<file path="src/rtl/regfile_sb.sv">
// Purpose: parametrised register file (NREAD comb read ports, 1 sync write port, optional bypass, zero reg) with per-register busy scoreboard.
// Latency: reads are combinational (0 cycles); writes and scoreboard updates take effect at the next posedge clk.
// Backpressure: none; the issue stage consumes rd_busy/busy_vec and stalls itself on RAW hazards.
//
// Ports:
//   clk, rst_n        clock, asynchronous active-low reset
//   wr_en/addr/data   writeback write port; also clears the destination's busy bit
//   rd_addr, rd_data  packed read ports, port i at [i*AW +: AW] / [i*XLEN +: XLEN]
//   rd_busy           per read port: addressed register still has an unresolved producer
//   sb_set, sb_addr   issue marks a destination register as pending
//   flush             clears every busy bit
//   busy_vec          registered scoreboard, pend_cnt = popcount(busy_vec)
module regfile_sb #(
  parameter int XLEN     = 32,
  parameter int NREGS    = 32,
  parameter int NREAD    = 2,
  parameter int BYPASS   = 1,
  parameter int ZERO_REG = 1,
  localparam int AW      = $clog2(NREGS)
) (
  input  logic                  clk,
  input  logic                  rst_n,
  input  logic                  wr_en,
  input  logic [AW-1:0]         wr_addr,
  input  logic [XLEN-1:0]       wr_data,
  input  logic [NREAD*AW-1:0]   rd_addr,
  output logic [NREAD*XLEN-1:0] rd_data,
  output logic [NREAD-1:0]      rd_busy,
  input  logic                  sb_set,
  input  logic [AW-1:0]         sb_addr,
  input  logic                  flush,
  output logic [NREGS-1:0]      busy_vec,
  output logic [AW:0]           pend_cnt
);

  localparam bit ZR = (ZERO_REG != 0);
  localparam bit BP = (BYPASS != 0);

  logic [XLEN-1:0] regs_q [NREGS];
  logic [XLEN-1:0] regs_d [NREGS];
  logic [NREGS-1:0] busy_q;
  logic [NREGS-1:0] busy_d;
  logic [AW-1:0]    rd_addr_a [NREAD];

  logic wr_ok;
  assign wr_ok = wr_en && !(ZR && (wr_addr == '0));

  // Register data next state: writes to the hardwired zero register are dropped.
  always_comb begin
    regs_d = regs_q;
    if (wr_ok) begin
      regs_d[wr_addr] = wr_data;
    end
  end

  // Scoreboard next state. Priority: flush, then issue set, then writeback clear.
  // Set beats clear so that a newer producer issued in the same cycle an older
  // one retires to the same register keeps the register busy (WAW).
  always_comb begin
    busy_d = busy_q;
    for (int r = 0; r < NREGS; r++) begin
      if (flush) begin
        busy_d[r] = 1'b0;
      end else if (sb_set && (sb_addr == AW'(r)) && !(ZR && (r == 0))) begin
        busy_d[r] = 1'b1;
      end else if (wr_en && (wr_addr == AW'(r))) begin
        busy_d[r] = 1'b0;
      end
    end
  end

  always_ff @(posedge clk or negedge rst_n) begin
    if (!rst_n) begin
      for (int r = 0; r < NREGS; r++) begin
        regs_q[r] <= '0;
      end
      busy_q <= '0;
    end else begin
      for (int r = 0; r < NREGS; r++) begin
        regs_q[r] <= regs_d[r];
      end
      busy_q <= busy_d;
    end
  end

  // Read ports. A same-cycle write to the addressed register is forwarded
  // (when bypass is enabled) and also resolves its busy bit for this read.
  always_comb begin
    rd_data = '0;
    rd_busy = '0;
    for (int i = 0; i < NREAD; i++) begin
      rd_addr_a[i] = rd_addr[i*AW +: AW];
      if (ZR && (rd_addr_a[i] == '0)) begin
        rd_data[i*XLEN +: XLEN] = '0;
        rd_busy[i]              = 1'b0;
      end else if (BP && wr_en && (wr_addr == rd_addr_a[i])) begin
        rd_data[i*XLEN +: XLEN] = wr_data;
        rd_busy[i]              = 1'b0;
      end else begin
        rd_data[i*XLEN +: XLEN] = regs_q[rd_addr_a[i]];
        rd_busy[i]              = busy_q[rd_addr_a[i]];
      end
    end
  end

  assign busy_vec = busy_q;

  // Population count of the registered scoreboard.
  always_comb begin
    pend_cnt = '0;
    for (int r = 0; r < NREGS; r++) begin
      pend_cnt = pend_cnt + {{AW{1'b0}}, busy_q[r]};
    end
  end

endmodule

</file>
<file path="config.mk">
export PLATFORM = sky130hd
export DESIGN_NAME = regfile_sb
export DESIGN_NICKNAME = d
export VERILOG_FILES = /design/src/rtl/regfile_sb.sv
export SDC_FILE = /design/constraint.sdc
export NUM_CORES = 2
export LEC_CHECK = 0
export CORE_ASPECT_RATIO = 1.5
export CORE_MARGIN = 1
export CORE_UTILIZATION = 61
export DETAILED_ROUTE_END_ITERATION = 10
export PLACE_DENSITY = 0.79
export SYNTH_ARGS = -nofsm -noshare
export SYNTH_HDL_FRONTEND = slang
export SYNTH_SLANG_ARGS = --single-unit
</file>
<file path="constraint.sdc">
create_clock -name clk -period 8.3 [get_ports clk]
set_input_delay 0.83 -clock clk [delete_from_list [all_inputs] [get_ports clk]]
set_output_delay 0.83 -clock clk [all_outputs]
set_load 0.02 [all_outputs]
</file>
==> qor.csv <==
stage;metric;value;unit
synthesis;syn_inst;3943;
cts;clock_tree.root_cell;clkbuf_16;
pwr;p_leak;27.0;nW
outcome;run_status;completed;
synthesis;dominantRegCellSynth;dfrtp_1;
sta;final_sum_of_negative_setup_slack;0;ns
die;die_h;378;µm
cts;cts_tree;yes;
pwr;power.net_switching;4.05;mW
pwr;share_clk_of_total_power;33.0;%
synthesis;syn-cell-area;0.0574;mm²
sta;final.min_clock_period;7.17;ns
worst_hold_path;hold_class;primary input to async pin;
die;fp.coreArea;0.0931;mm²
detailed_routing;drt_iter0_markers;4451;
grt;global_route.overflow_total;0;
synthesis;asyncSetResetFlopFracSynth;100;%
finish;most_frequent_cells_in_the_layout;1055 x dfrtp_1, 954 x mux2_2, 454 x mux4_2;
synthesis;synth_compound_area_share;5.65;%
grt;maximum_number_of_pins_on_one_net_before_global_route_repair;152;
job;max_cap_violations;0;
synthesis;synthAdderAreaFrac;0.955;%
critical_path;worstRegToRegCells;3;
grt;grt_pass1_vias;39200;
sta;post-route-period-util;86.3;%
grt;grtUsageTotal;37.2;%
die;die_width;252;µm
cts;worstSkewPairLatency;0.71;ns
die;floorplan.die_area;0.0953;mm²
synthesis;synthXorXnorAreaFrac;0.198;%
placed_design;detailed_place_hpwl;100000;µm
synthesis;synth_mux_area_share;40.5;%
placed_design;io_buffer_count;159;
grt;grt_first_pass_wirelength;257000;µm
sta;max_freq;140;MHz
placed_design;gpl.final_weighted_congestion;0.946;
detailed_routing;route.vias.total;38100;
sta;clock-skew-final;0;ns
critical_path;timing.critical_path.fanout_max;5;
die;rows;137;
sta;report.final.setup_viol;0;
finish;postLayoutCoreUtil;67.4;%
finish;final_layout_size_suffix_gt1_share;43.8;%
critical_path;arrival_time_at_the_worst_endpoint;6.34;ns
detailed_routing;postRouteAntennaNets;0;
synthesis;postSynthRegisterBits;1055;
critical_path;critical_path_type;flip-flop to primary output;
pwr;internal_power;10.6;mW
detailed_routing;first_pass_iters;7;
sta;worstMarginPinSlew;1.32;ns
synthesis;syn-num-nets;4030;
finish;area_delta_synth_final;9.37;%
cts;postCtsSetupRepairBufs;0;
cts;tritoncts.num_buffers;102;
cts;clk_pin_slew;0.06;ns
critical_path;worst_ep_required_time;7.47;ns
pwr;power.sequential.fraction;46.2;%
sta;max-slew-margin-rel;11.9;%
synthesis;yosysWarnings;0;
cts;largest_buffer_count_on_any_clock_path;3;
synthesis;synth_seq_area_share;46.0;%
pwr;power.density_cell_area;234;mW/mm²
die;start_util;61.7;%
synthesis;post_synth_and_or_nand_nor_area_fraction;2.46;%
detailed_routing;routed_wl;174000;µm
synthesis;post_synth_num_cell_types;59;
sta;timing_hold_violations_final;0;
pwr;vdd.ir_drop.worst;0.000192;V
finish;final_net_count;3937;
critical_path;worst_setup_path_end_kind;primary output;
cts;cts_resized;0;
synthesis;postSynthAreaPerCell;14.6;µm²
critical_path;setup.worst_path.start_class;flip-flop;
cts;cts_hold_repair.buffers;0;
grt;antenna_violations_before_repair;8;
pwr;fin_total_pwr;14.7;mW
detailed_routing;route.detailed.drc;0;
cts;clock_sinks;1055;
finish;most_common_cell_after_layout_fill_and_taps_aside;dfrtp_1;
sta;grt_setup_unrepaired;no;
sta;report.final.slew_viol_count;0;
synthesis;synth_edf_count;0;
cts;htree_levels;3;
pwr;comb_power_share;20.7;%
pwr;switching_share;27.5;%
detailed_routing;mean_number_of_vias_per_cell;7.34;
synthesis;dominant_combinational_cell_family_by_area_after_synthesis;multiplexers;
die;io_pins;161;
detailed_routing;wl_per_cell;33.5;µm
==> critical path, cell delays in order, from the launching register on <==
cell and delay, ns:
dfrtp_1 0.46, fa_1 0.54, fa_1 0.51, inv_1 0.05, fa_1 0.48, inv_1 0.06
fa_1 0.47, fa_1 0.50, inv_1 0.05, fa_1 0.48, inv_1 0.05, fa_1 0.41
fa_1 0.47, a21o_1 0.19, a21oi_1 0.16, xnor2_1 0.13, clkdlybuf4s50_1 0.61
==> cell families after synthesis <==
logic type | Yosys count
compound gates | 444
xor+xnor | 13
fa+ha+maj | 30
buf+inv | 481
flops | 1055
mux | 1629
other cells | 1
simple gates | 290
==> worst paths after layout <==
kind	startpoint	endpoint	slack, ns
setup / recovery	busy_vec[18]	pend_cnt[4]	1.13
min in group clk	regs_q[1006]	regs_q[1006]	0.40
hold / removal	rst_n	regs_q[922]	0.19
setup reg to reg	busy_vec[7]	busy_vec[7]	7.27
max in group asynchronous	rst_n	regs_q[437]	6.06
hold reg to reg	regs_q[1006]	regs_q[1006]	0.40
==> power by group through the flow <==
| stage | Sequential (mW) | Clock, mW | Combinational (mW) |
|---|---|---|---|
| 2_1_floorplan | 6.61 | 0 | 2.32 |
| 3_5_place_dp | 6.85 | 0 | 3.03 |
| 5_1_grt | 6.90 | 5.07 | 3.22 |
| 4_1_cts | 6.76 | 4.89 | 3.04 |
| 3_3_place_gp | 6.76 | 0 | 2.95 |
| 6_report | 6.79 | 4.85 | 3.04 |
==> cell usage after synthesis (23+ instances only) <==
cell type	number	share of area, %
inv_1	27	0.18
mux2_1	50	0.98
nor2_1	68	0.44
nand2_1	102	0.67
a22oi_1	104	1.4
a22o_1	30	0.46
buf_2	157	1.4
mux2i_1	166	2.9
o221ai_1	38	0.58
o21ai_0	27	0.24
nor2b_1	24	0.26
o22ai_1	61	0.66
buf_6	32	0.63
nand3_1	31	0.27
clkbuf_1	212	1.4
a32o_1	34	0.59
fa_1	23	0.80
a21oi_1	60	0.52
mux2_2	954	19
dfrtp_1	1055	46
buf_4	38	0.50
mux4_2	454	18
a211oi_1	53	0.69
==> stage by stage <==
step	cell area [µm²]	hold slack (ns)	worst slack, ns	std cells
finish	62800	0.192	1.13	5187
global route	62800	0.277	0.919	5183
CTS	62800	0.216	1.09	5182
detailed placement	59300	0.382	1.88	4997
global placement	59300	0.376	1.88	4997
floorplan	57400	0.441	2.45	3943
==> routing by layer <==
layer	wire, µm	vias to the layer above	GRT usage (%)
met1	63200	20200	48.3
li1	-	15000	-
met4	12300	12	23.4
met5	79	-	0
met2	82300	2225	57.6
met3	15900	663	7.83
==> sequential cells by signal, indices dropped and copies added, names as in the netlist <==
name and cells:
regs_q 1024, busy_vec 31
==> layout make-up <==
class | count | area, µm²
clock inverter | 37 | 457
fill | 6368 | 30300
sequential | 1055 | 26400
timing repair buffer | 257 | 2470
antenna | 5 | 12.5
tap | 1251 | 1570
multi-input combinational | 2407 | 28800
inverter | 27 | 101
clock buffer | 148 | 2970
(Power assumes the default switching activity.)
